<file path="src/rtl/serv_rf_dbg_client.sv">
// serv_rf_dbg_client: debug-host initiator on SERV register-file port 0.
// Turns one parallel read/write command into an rreq/wreq handshake plus a
// 32-cycle LSB-first serial transfer, then returns a one-cycle response.
module serv_rf_dbg_client #(
    parameter int csr_regs = 4,
    parameter int timeout  = 15,
    localparam int RW = $clog2(32 + csr_regs)
) (
    input  logic          i_clk,
    input  logic          i_rst_n,
    // host command
    input  logic          i_cmd_valid,
    output logic          o_cmd_ready,
    input  logic          i_cmd_we,
    input  logic [RW-1:0] i_cmd_reg,
    input  logic [31:0]   i_cmd_wdata,
    // host response
    output logic          o_rsp_valid,
    output logic          o_rsp_err,
    output logic [31:0]   o_rsp_rdata,
    // register-file RAM interface
    output logic          o_rreq,
    output logic          o_wreq,
    input  logic          i_ready,
    output logic [RW-1:0] o_rreg0,
    output logic [RW-1:0] o_rreg1,
    output logic [RW-1:0] o_wreg0,
    output logic [RW-1:0] o_wreg1,
    output logic          o_wen0,
    output logic          o_wen1,
    output logic          o_wdata0,
    output logic          o_wdata1,
    input  logic          i_rdata0,
    input  logic          i_rdata1
);

    typedef enum logic [2:0] {
        IDLE,
        RREQ,
        RWAIT,
        RSHIFT,
        WREQ,
        WSHIFT,
        RESP
    } state_t;

    localparam int unsigned NREGS   = 32 + csr_regs;
    localparam logic [7:0]  TO_LAST = 8'(timeout - 1);

    state_t        state;
    state_t        state_nxt;

    logic [RW-1:0] reg_q;
    logic          we_q;
    logic          err_q;
    logic [31:0]   shreg;
    logic [4:0]    bcnt;
    logic [7:0]    tcnt;
    logic          wfirst;

    logic          cmd_fire;
    logic          cmd_illegal;
    logic          rwait_expire;
    logic          unused_rdata1;

    assign unused_rdata1 = i_rdata1;
    assign cmd_fire      = (state == IDLE) && i_cmd_valid;
    assign cmd_illegal   = 32'(i_cmd_reg) >= NREGS;
    assign rwait_expire  = !i_ready && (tcnt >= TO_LAST);

    // State register
    always_ff @(posedge i_clk or negedge i_rst_n) begin
        if (!i_rst_n) begin
            state <= IDLE;
        end else begin
            state <= state_nxt;
        end
    end

    // Command latch, shift register, bit counter and timeout counter
    always_ff @(posedge i_clk or negedge i_rst_n) begin
        if (!i_rst_n) begin
            reg_q  <= '0;
            we_q   <= 1'b0;
            err_q  <= 1'b0;
            shreg  <= '0;
            bcnt   <= '0;
            tcnt   <= '0;
            wfirst <= 1'b0;
        end else begin
            case (state)
                IDLE: begin
                    if (i_cmd_valid) begin
                        reg_q  <= i_cmd_reg;
                        we_q   <= i_cmd_we;
                        err_q  <= cmd_illegal;
                        shreg  <= i_cmd_wdata;
                        bcnt   <= '0;
                        tcnt   <= '0;
                        wfirst <= 1'b1;
                    end
                end
                RWAIT: begin
                    if (!i_ready) begin
                        if (tcnt != 8'hFF) begin
                            tcnt <= tcnt + 8'd1;
                        end
                        if (rwait_expire) begin
                            err_q <= 1'b1;
                            shreg <= '0;
                        end
                    end
                end
                RSHIFT: begin
                    shreg <= {i_rdata0, shreg[31:1]};
                    bcnt  <= bcnt + 5'd1;
                end
                WSHIFT: begin
                    // First WSHIFT cycle raises wen with no data; bits follow.
                    if (wfirst) begin
                        wfirst <= 1'b0;
                    end else begin
                        shreg <= {1'b0, shreg[31:1]};
                        bcnt  <= bcnt + 5'd1;
                    end
                end
                default: begin
                end
            endcase
        end
    end

    // Next-state logic and all interface outputs
    always_comb begin
        state_nxt   = state;
        o_cmd_ready = 1'b0;
        o_rsp_valid = 1'b0;
        o_rsp_err   = 1'b0;
        o_rsp_rdata = '0;
        o_rreq      = 1'b0;
        o_wreq      = 1'b0;
        o_rreg0     = '0;
        o_rreg1     = '0;
        o_wreg0     = '0;
        o_wreg1     = '0;
        o_wen0      = 1'b0;
        o_wen1      = 1'b0;
        o_wdata0    = 1'b0;
        o_wdata1    = 1'b0;

        if (state != IDLE) begin
            o_rreg0 = reg_q;
            o_rreg1 = reg_q;
            o_wreg0 = reg_q;
        end

        case (state)
            IDLE: begin
                // Held low while reset is asserted so every output reads 0.
                o_cmd_ready = i_rst_n;
                if (cmd_fire) begin
                    if (cmd_illegal) begin
                        state_nxt = RESP;
                    end else if (i_cmd_we) begin
                        state_nxt = WREQ;
                    end else begin
                        state_nxt = RREQ;
                    end
                end
            end
            RREQ: begin
                o_rreq    = 1'b1;
                state_nxt = RWAIT;
            end
            RWAIT: begin
                if (i_ready) begin
                    state_nxt = RSHIFT;
                end else if (rwait_expire) begin
                    state_nxt = RESP;
                end
            end
            RSHIFT: begin
                if (bcnt == 5'd31) begin
                    state_nxt = RESP;
                end
            end
            WREQ: begin
                o_wreq = 1'b1;
                if (i_ready) begin
                    state_nxt = WSHIFT;
                end
            end
            WSHIFT: begin
                o_wen0   = (reg_q != '0);
                o_wdata0 = !wfirst && shreg[0];
                if (!wfirst && (bcnt == 5'd31)) begin
                    state_nxt = RESP;
                end
            end
            RESP: begin
                o_rsp_valid = 1'b1;
                o_rsp_err   = err_q;
                if (!we_q && !err_q) begin
                    o_rsp_rdata = shreg;
                end
                state_nxt = IDLE;
            end
            default: begin
                state_nxt = IDLE;
            end
        endcase
    end

endmodule

</file>
<file path="config.mk">
export PLATFORM = sky130hd
export DESIGN_NAME = serv_rf_dbg_client
export DESIGN_NICKNAME = d
export VERILOG_FILES = /design/src/rtl/serv_rf_dbg_client.sv
export SDC_FILE = /design/constraint.sdc
export NUM_CORES = 1
export LEC_CHECK = 0
export ABC_AREA = 1
export BUFFER_PORTS_ARGS = -buffer_cell sky130_fd_sc_hd__buf_2
export CAP_MARGIN = 20
export CORE_MARGIN = 2
export CORE_UTILIZATION = 40
export CTS_CLUSTER_SIZE = 8
export DETAILED_ROUTE_END_ITERATION = 7
export HOLD_SLACK_MARGIN = 0.02
export PLACE_DENSITY = 0.63
export SYNTH_ARGS = -nofsm -noshare
export SYNTH_HDL_FRONTEND = slang
export SYNTH_SLANG_ARGS = --single-unit
</file>
<file path="constraint.sdc">
create_clock -name i_clk -period 2.5 [get_ports i_clk]
set_clock_uncertainty 0.2 [all_clocks]
set_input_delay 0.125 -clock i_clk [delete_from_list [all_inputs] [get_ports i_clk]]
set_output_delay 0.125 -clock i_clk [all_outputs]
set_load 0.01 [all_outputs]
</file>
==> run_results.csv, run 1 <==
group,metric,value,unit
outcome,outcome,"finished, final reports clean",
clocking,numClockSinks,57,
finish,drive_gt1_frac,0.214,
setup_path,reg2reg_to,"shreg[31]$_DFFE_PN0P_",
timing,finalCritPeriodShare,0.950,
min_path,whs_endpoint,"reg_q[3]$_DFFE_PN0P_",
logic_synthesis,async_flop_share,1.00,
timing,clock.fmax,421,MHz
setup_path,slowest_stage,"dfrtp_1",
global_routing,grt-ovfl-total,0,
setup_path,r2r-start,"state[2]$_DFFE_PN0P_",
timing,hold_slack,0.0563,ns
power,powerDensity,1120,nW/um2
logic_synthesis,yosys-top-cells-area,"dfrtp_1 38%, nand2_1 13%, nand3_1 11%, inv_1 7.1%, o21ai_0 5.3%",
logic_synthesis,syn_area,3720,um2
place,place_hpwl,6550,um
setup_path,crit_family,"buffers and inverters",
logic_synthesis,syn_inst,542,
floorplan,core-area,9110,um2
route,vias,3781,
setup_path,worstPathArrival,2.05,ns
logic_synthesis,yosysSeqAreaShare,0.384,
route,firstDrtPassIters,4,
global_routing,grt_max_degree,58,
setup_path,path_buf_inv,4,
place,gp_congestion,0.839,
min_path,worstHoldPathType,"in2reg",
finish,fill_cells,878,
logic_synthesis,synth_edf_count,0,
min_path,hold_depth,3,
logic_synthesis,yosys.cell_types.count,28,
timing,finalSetupViolations,0,
logic_synthesis,synthFlopType,"dfrtp_1",
floorplan,fp.dieW,100,um
logic_synthesis,ys_ff_latch,57,
floorplan,ioPinCount,110,
setup_path,critical_path.startpoint,"state[2]$_DFFE_PN0P_",
finish,syn_to_final_growth,28.9,%
global_routing,grt_pass1_vias,3637,
timing,tns,0,ns
setup_path,startpoint_type,"flip-flop",
global_routing,grt_antenna_before_repair,0,
setup_path,r2r_slack,0.17,ns
finish,finalNetCount,712,
timing,slew_headroom,0.515,
route,routedWlPerCell,12.6,um
timing,rsz0062_at_grt,"no",
min_path,hold_start,"i_cmd_valid",
clocking,clk_pin_slew,0.07,ns
setup_path,end_kind,"output pin",
floorplan,start_util,0.408,
setup_path,crit_top_cell,"nor3_1",
timing,tightest_slew,0.727,ns
place,io_buffers,100,
logic_synthesis,synth_most_common_cell,"nand2_1",
global_routing,grt_pass1_wl,16500,um
logic_synthesis,yosysTopAreaCellShare,0.384,
clocking,cts-root-buf,"clkbuf_8",
floorplan,die_h,100,um
clocking,cts_buffer_depth,2,
timing,fin_crit,2.38,ns
finish,diodes,0,
logic_synthesis,synth_commonest_cells,"131 x nand2_1, 81 x nand3_1, 70 x inv_1",
floorplan,rows,35,
clocking,cts_tree,"built",
power,leakagePower,0.00263,uW
clocking,cts_buffers,9,
logic_synthesis,postSynthAreaPerCell,6.86,um2
power,vdd_drop_max,0.537,mV
clocking,h-tree-depth,3,
logic_synthesis,synth_top_area_cell,"dfrtp_1",
setup_path,crit_chain,"inv_2 > nor3_1 > inv_1 > buf_4 > nor3_1 > buf_2",
route,ant_nets,0,
route,first_iter_violations,105,
timing,finalHoldViolations,0,
route,via_per_inst,4.85,
setup_path,reg2reg_depth,8,
logic_synthesis,ys.warnings.count,0,
route,drt-total-wl,9790,um
floorplan,dieArea,10100,um2
setup_path,worstSetupPathType,"reg2out",
global_routing,grt_use_total,0.203,
route,drc,0,
flow_run,drv_cap,0,
timing,drv_slew,0,
clocking,insertion_delay,0.34,ns
setup_path,slowest_delay,0.53,ns
setup_path,critPathRequiredTime,2.17,ns
setup_path,worstPathMaxFanout,14,
## cell usage in the layout, fill, tap and decap left out, types with 6 or more instances in the layout
master	synthesis	routed
nand2_1	131	131
buf_2	13	100
nand3_1	81	81
inv_1	70	69
dfrtp_1	57	57
dlygate4sd3_1	0	42
o21ai_0	39	39
nor3_1	36	36
nor2_1	34	34
clkbuf_8	0	10
buf_4	25	10
o21ai_1	8	8
conb_1	1	8
a21oi_1	6	6
## metrics by stage
stage | power, uW | area [um2] | instances | setup slack [ns] | utilization
3_5_place_dp | 4460 | 4170 | 721 | 0.203 | 0.458
6_report | 5360 | 4790 | 779 | 0.124 | 0.526
5_1_grt | 5890 | 4790 | 779 | 0.0126 | 0.526
4_1_cts | 5420 | 4790 | 779 | 0.133 | 0.526
3_3_place_gp | 4410 | 4170 | 721 | 0.300 | 0.458
2_1_floorplan | 3820 | 3740 | 549 | 0.633 | -
## area by class of cell
cell class	instances	area, um2	share of cell area
Multi-Input combinational cell	369	1740	0.363
Sequential cell	57	1430	0.298
Timing Repair Buffer	153	1020	0.212
Inverter	73	278	0.0579
Clock buffer	11	141	0.0295
Tap cell	111	139	0.0290
Clock inverter	5	55.1	0.0115
## sequential cells by signal, summed over array words and instances, names as in the netlist
| signal | count |
|---|---|
| we_q | 1 |
| bcnt | 5 |
| reg_q | 6 |
| err_q | 1 |
| wfirst | 1 |
| shreg | 32 |
| state | 3 |
| tcnt | 8 |
## worst max-delay path by stage
stage | to | depth (start not counted)
after floorplan | o_rsp_rdata[22] | 5
after global placement | shreg[15]$_DFFE_PN0P_ | 8
after detailed placement | shreg[14]$_DFFE_PN0P_ | 8
after CTS | o_rsp_rdata[19] | 6
after global routing | o_rsp_rdata[18] | 6
final | o_rsp_rdata[19] | 6
## cell families (layout without fill, tap and decap cells)
logic type | count (synthesis) | count (layout) | share of synthesized area
adder cells (fa/ha/maj) | 4 | 4 | 0.0135
other | 1 | 8 | 0.00101
AO/OA/AOI/OAI | 57 | 57 | 0.0818
XOR/XNOR | 4 | 4 | 0.00942
buffers and inverters | 123 | 242 | 0.156
flip-flops | 57 | 57 | 0.384
AND/OR/NAND/NOR | 296 | 296 | 0.355
## layer usage
layer  share of wire  track usage  vias up
met2            0.47        0.344       97
li1                -            -     1934
met3           0.039       0.0334       18
met4           0.020       0.0801        0
met5               0            0        -
met1            0.47        0.259     1732
## tightest hold or removal path: cells and delay by family
family	cells	cell delay (ns)
buffers and inverters	1	0.12
AND/OR/NAND/NOR	1	0.22
AO/OA/AOI/OAI	1	0.09
## power breakdown
part           leakage, uW  internal, uW  total, uW  switching [uW]
clock network    0.0000953           484        863             379
logic              0.00180          1000       2990            1990
registers         0.000727          1290       1510             229
## timing repair
| item | in CTS | in global routing |
|---|---|---|
| hold buffers | 42 | 0 |
| resized for setup | 0 | 1 |
| setup buffers | 0 | 0 |
| endpoints found under the setup margin | 0 | 1 |
| endpoints found under the hold margin | 98 | 0 |
(Power assumes the default switching activity.)
==> run 2, diff against run 1 <==
SETUP_SLACK_MARGIN = 0.4   (was unset)
clock period = 2.46 ns   (was 2.5 ns; I/O delays follow)
==> run 2 against run 1 <==
Net effect:
- sequential power barely moved
- clock-buffer cell count did not move
- critical path depth unchanged
- power increased by 7.3%
- register-to-register slack better by 0.40 ns
- worst hold slack worse by 0.039 ns
- via count is 1.7% higher
- die area unchanged
- sequential cell count unchanged
- cell area is 2.4% higher
- first-iteration DRC count is 67% higher
- critical endpoint is now o_rsp_rdata[20]
- largest cell class unchanged
- largest power group unchanged
==> run_results.csv, run 2 (synthesis results as in run 1) <==
group,metric,value,unit
outcome,outcome,"finished, final reports clean",
timing,slew_headroom,0.518,
clocking,cts-root-buf,"clkbuf_8",
setup_path,slowest_stage,"dfrtp_2",
timing,hold_slack,0.0174,ns
global_routing,grt_pass1_wl,16900,um
clocking,numClockSinks,57,
setup_path,critPathRequiredTime,2.14,ns
route,wl_met1,4500,um
power,leakagePower,0.00268,uW
setup_path,r2r-start,"state[0]$_DFFE_PN0P_",
timing,clock.fmax,496,MHz
power,vdd_drop_max,0.449,mV
timing,tns,0,ns
route,drt-total-wl,10100,um
global_routing,grt_max_degree,58,
floorplan,fp.dieW,100,um
setup_path,worstSetupPathType,"reg2out",
floorplan,die_h,100,um
setup_path,crit_chain,"inv_2 > nor3_4 > inv_1 > buf_4 > nor3_1 > buf_2",
power,power_frac_seq,0.265,
finish,syn_to_final_growth,32.0,%
power,switching_share,0.473,
finish,diodes,0,
place,place_hpwl,6580,um
timing,finalSetupViolations,0,
clocking,cts_buffers,9,
setup_path,critical_path.startpoint,"state[1]$_DFFE_PN0P_",
route,ant_nets,0,
route,drc,0,
power,powerDensity,1170,nW/um2
floorplan,rows,35,
setup_path,end_kind,"output pin",
floorplan,ioPinCount,110,
global_routing,grt_pass1_vias,3788,
place,io_buffers,100,
global_routing,grt_use_total,0.210,
global_routing,grt-ovfl-total,0,
timing,drv_slew,0,
floorplan,start_util,0.408,
finish,reg.largest.list,"shreg x32, tcnt x8, reg_q x6",
power,comb_power_share,0.567,
route,route.met2.wl,4870,um
setup_path,worstPathArrival,1.69,ns
clocking,insertion_delay,0.33,ns
finish,instances_no_fill,784,
route,first_iter_violations,175,
timing,fin_crit,2.02,ns
power,clkPwrFrac,0.169,
route,met3_length,538,um
min_path,worstHoldPathType,"in2reg",
power,p_switching,2720,uW
timing,rsz0062_at_grt,"yes",
route,routed.top_layer,"met4",
route,via_per_inst,4.90,
clocking,cts_tree,"built",
route,firstDrtPassIters,4,
setup_path,worstPathMaxFanout,14,
clocking,clk_pin_slew,0.06,ns
setup_path,slowest_delay,0.40,ns
finish,largest_reg_flops,32,
place,post-place-cells,721,
power,intPower,3030,uW
timing,finalCritPeriodShare,0.820,
floorplan,dieArea,10100,um2
global_routing,grt_antenna_before_repair,0,
min_path,hold_start,"i_rdata0",
finish,top_register,"shreg",
route,routedWlPerCell,12.8,um
clocking,cts_buffer_depth,2,
finish,layout_commonest_cell,"nand2_1",
place,post-place-ws,0.212,ns
route,vias,3845,
timing,setup_slack,0.442,ns
place,gp_congestion,0.825,
finish,final_cell_mix,"131 x nand2_1, 100 x buf_2, 81 x nand3_1, 69 x inv_1, 54 x dfrtp_1",
timing,tightest_slew,0.722,ns
clocking,h-tree-depth,3,
finish,finalNetCount,717,
flow_run,drv_cap,0,
finish,drive_gt1_frac,0.236,
timing,finalHoldViolations,0,
floorplan,core-area,9110,um2
setup_path,startpoint_type,"flip-flop",
run 2: layout make-up:
cell class | count | area, um2
fillers | 891 | 4200
multi-input cells | 369 | 1780
flip-flops and latches | 57 | 1430
repair buffers | 157 | 1050
inverters | 73 | 278
clock buffers | 11 | 141
well taps | 111 | 139
clock inverters | 5 | 78.8
repair inverters | 1 | 7.51
run 2: timing repair:
| item | CTS | global route |
|---|---|---|
| pin swaps | 0 | 1 |
| setup endpoints to repair | 69 | 56 |
| resized for setup | 7 | 12 |
| gates cloned | 1 | 0 |
| endpoints found under the hold margin | 96 | 0 |
| buffers inserted | 5 | 2 |
| hold buffers | 39 | 0 |
run 2: through the flow:
step | total power (uW) | area [um2] | util
6_report | 5760 | 4910 | 0.539
5_1_grt | 6340 | 4910 | 0.539
4_1_cts | 5690 | 4850 | 0.532
3_5_place_dp | 4530 | 4170 | 0.458
3_3_place_gp | 4480 | 4170 | 0.458
2_1_floorplan | 3890 | 3740 | -
run 2: worst paths after layout:
| path | to | slack (ns) | cells past startpoint |
|---|---|---|---|
| worst min-delay path | shreg[31]$_DFFE_PN0P_ | 0.02 | 5 |
| worst min register to register | shreg[22]$_DFFE_PN0P_ | 0.27 | 2 |
| min in group asynchronous | shreg[5]$_DFFE_PN0P_ | 0.35 | 3 |
| max in group asynchronous | state[1]$_DFFE_PN0P_ | 1.19 | 3 |
| worst max-delay path | o_rsp_rdata[20] | 0.44 | 6 |
| worst max register to register | shreg[6]$_DFFE_PN0P_ | 0.57 | 8 |
run 2: power groups by stage:
stage	sequential [uW]	combinational (uW)	clock [uW]
after floorplan	1470	2420	0
after global placement	1540	2940	0
after detailed placement	1550	2980	0
after CTS	1530	3160	997
after global routing	1570	3720	1040
final	1520	3260	970
run 2: critical path: cells and delay by family (launching register included):
kind | cells | cell delay, ns
buf+inv | 4 | 0.55
simple gates | 2 | 0.43
flops | 1 | 0.40
run 2: layer usage:
metal	vias up	GRT usage
li1	1946	-
met1	1774	0.266
met2	113	0.356
met3	12	0.0446
met4	0	0.0738
met5	-	0
==> run 3, diff against run 2 <==
ABC_AREA = 0   (was 1)
PLACE_DENSITY = 0.64   (was 0.63)
clock period = 1.91 ns   (was 2.46 ns; I/O delays follow)
==> run 3 against run 2 <==
Net effect:
- the run now ends with negative setup slack left
- cell area is 27% higher
- critical endpoint is now shreg[26]$_DFFE_PN0P_
- clock-buffer cell count is the same
- worst setup slack lost 0.73 ns
- sequential share of layout area down 6.1 points
- sequential power rose by 46%
- utilization rose by 18 points
- clock power increased by 7%
- via count down 11%
- global-route usage up 2.3 points
- critical path depth is 2 higher
- power up 64%
- highest routed layer unchanged
- first-iteration DRC count rose by 58%
==> run_results.csv, run 3 <==
group,metric,value,unit
outcome,outcome,"complete, but fails checks",
outcome,violations,"negative setup slack",
route,ant_nets,0,
setup_path,r2r_slack,-0.29,ns
floorplan,fp.dieW,97.6,um
route,drc,0,
finish,drive_gt1_frac,0.605,
power,power,9460,uW
route,firstDrtPassIters,4,
clocking,cts_buffer_depth,2,
setup_path,end_kind,"flip-flop",
min_path,hold_start,"i_ready",
finish,instances_no_fill,634,
timing,fin_crit,2.20,ns
finish,finalNetCount,570,
logic_synthesis,syn_area,3500,um2
setup_path,startpoint_type,"flip-flop",
global_routing,grt_antenna_before_repair,0,
global_routing,grt_pass1_wl,17800,um
setup_path,reg2reg_depth,8,
place,post-place-ws,-0.217,ns
global_routing,grt_max_degree,58,
floorplan,core-area,8590,um2
logic_synthesis,yosys-top-cells-area,"dfrtp_1 41%, mux2_2 10%, a22o_1 8.3%, and2_1 6.6%, buf_4 4.7%",
route,routedWlPerCell,19.5,um
logic_synthesis,yosysTopAreaCellShare,0.407,
floorplan,dieArea,9520,um2
place,io_buffers,100,
logic_synthesis,synth_commonest_cells,"57 x dfrtp_1, 37 x and2_1, 33 x a22o_1",
finish,reg.largest.list,"shreg x32, tcnt x8, reg_q x6",
place,post-place-cells,547,
timing,finalSetupViolations,96,
finish,fill_cells,526,
global_routing,grt-ovfl-total,0,
place,place_area,4460,um2
logic_synthesis,yosysSeqAreaShare,0.407,
logic_synthesis,synth_top_area_cell,"dfrtp_1",
setup_path,worstPathMaxFanout,8,
finish,layout_commonest_cell,"buf_6",
power,leakagePower,0.00296,uW
logic_synthesis,postSynthAreaPerCell,10.7,um2
min_path,hold_depth,4,
route,via_per_inst,5.41,
route,drt-total-wl,12300,um
global_routing,grt_pass1_vias,3546,
place,gp_congestion,0.852,
finish,final_cell_mix,"72 x buf_6, 55 x dfrtp_1, 47 x buf_2, 44 x dlygate4sd3_1",
setup_path,critPathRequiredTime,1.95,ns
clocking,cts_tree,"built",
logic_synthesis,async_flop_share,1.00,
route,first_iter_violations,276,
setup_path,reg2reg_to,"shreg[26]$_DFFE_PN0P_",
timing,setup_slack,-0.287,ns
clocking,h-tree-depth,3,
finish,largest_reg_flops,32,
floorplan,rows,34,
timing,finalCritPeriodShare,1.15,
logic_synthesis,synthFlopType,"dfrtp_1",
logic_synthesis,synth_edf_count,0,
finish,syn_to_final_growth,77.4,%
route,vias,3427,
timing,finalHoldViolations,0,
min_path,worstHoldPathType,"in2reg",
timing,rsz0062_at_grt,"yes",
floorplan,start_util,0.407,
setup_path,worstPathArrival,2.24,ns
clocking,insertion_delay,0.36,ns
power,vdd_drop_max,0.761,mV
logic_synthesis,synth_most_common_cell,"dfrtp_1",
global_routing,grt_use_total,0.233,
floorplan,die_h,97.6,um
clocking,cts_buffers,9,
flow_run,drv_cap,0,
floorplan,ioPinCount,110,
logic_synthesis,ys.warnings.count,0,
setup_path,r2r-start,"tcnt[0]$_DFFE_PN0P_",
power,powerDensity,1520,nW/um2
timing,drv_slew,0,
clocking,cts-root-buf,"clkbuf_8",
logic_synthesis,yosys.cell_types.count,55,
logic_synthesis,ys_ff_latch,57,
min_path,whs_endpoint,"err_q$_DFFE_PN0P_",
clocking,clk_pin_slew,0.07,ns
place,place_hpwl,6240,um
setup_path,worstSetupPathType,"reg2reg",
finish,final_cell_area,6210,um2
clocking,numClockSinks,57,
finish,top_register,"shreg",
logic_synthesis,syn_inst,328,
finish,diodes,0,
timing,clock.fmax,455,MHz
-- run 3: cell families (layout without fill, tap and decap cells) --
| group | count (synthesis) | in the layout | share of synthesized area |
|---|---|---|---|
| muxes | 43 | 43 | 0.137 |
| buffers and inverters | 48 | 239 | 0.0872 |
| DFF | 57 | 57 | 0.407 |
| other | 1 | 8 | 0.00107 |
| and+or+nand+nor | 95 | 95 | 0.172 |
| adders and majority gates | 4 | 4 | 0.0143 |
| AOI/OAI and AO/OA | 80 | 80 | 0.180 |
-- run 3: metrics by stage --
step                      hold slack [ns]  utilization  TNS (ns)
after floorplan                    -0.400            -     -4.25
after global placement            0.00917        0.519     -5.68
after detailed placement          0.00565        0.519     -6.82
after CTS                          0.0703        0.684    -12.19
after global routing               0.0960        0.723    -23.95
final                              0.0758        0.723    -18.20
-- run 3: worst max-delay path, stage by stage (launching register included) --
cell and delay (ns):
dfrtp_1 0.39, inv_2 0.07, ha_4 0.15, o211ai_1 0.22, a21oi_2 0.12, o32ai_4 0.27
buf_12 0.17, clkbuf_16 0.17, mux2_4 0.31
-- run 3: what timing repair did --
item | CTS | global route
buffers inserted | 18 | 4
setup endpoints to repair | 114 | 114
endpoints found under the hold margin | 99 | 0
gates cloned | 2 | 3
pin swaps | 18 | 9
resized for setup | 125 | 51
hold buffers | 44 | 0
-- run 3: where the power goes --
group / switching, uW / leakage [uW] / internal (uW) / total [uW]
Combinational: 2620 / 0.00216 / 3590 / 6210
Sequential: 481 / 0.000709 / 1730 / 2220
Clock: 542 / 0.0000891 / 501 / 1040
Total: 3640 / 0.00296 / 5820 / 9460
-- run 3: worst max-delay path by stage --
stage | slack [ns] | from | depth (start not counted) | to
6_report | -0.29 | tcnt[0]$_DFFE_PN0P_ | 8 | shreg[26]$_DFFE_PN0P_
3_3_place_gp | -0.16 | tcnt[0]$_DFFE_PN0P_ | 7 | shreg[10]$_DFFE_PN0P_
4_1_cts | -0.21 | tcnt[1]$_DFFE_PN0P_ | 6 | shreg[17]$_DFFE_PN0P_
5_1_grt | -0.36 | state[2]$_DFFE_PN0P_ | 7 | o_rsp_rdata[5]
3_5_place_dp | -0.22 | tcnt[0]$_DFFE_PN0P_ | 7 | shreg[22]$_DFFE_PN0P_
2_1_floorplan | -0.14 | tcnt[0]$_DFFE_PN0P_ | 7 | shreg[10]$_DFFE_PN0P_
-- run 3: routing by layer --
layer,GRT usage,up-vias,share of wire
met3,0.0381,38,0.039
met1,0.296,1704,0.42
li1,-,1558,-
met2,0.392,127,0.51
met5,0,-,0
met4,0.101,0,0.033
-- run 3: area by class of cell --
class                   instances  area [um2]  share of cell area
repair buffers                215        2080               0.336
clock buffers                  11         141              0.0228
multi-input cells             230        2360               0.380
inverters                       8        30.0             0.00483
clock inverters                 5        31.3             0.00504
well taps                     108         135              0.0218
flip-flops and latches         57        1430               0.230
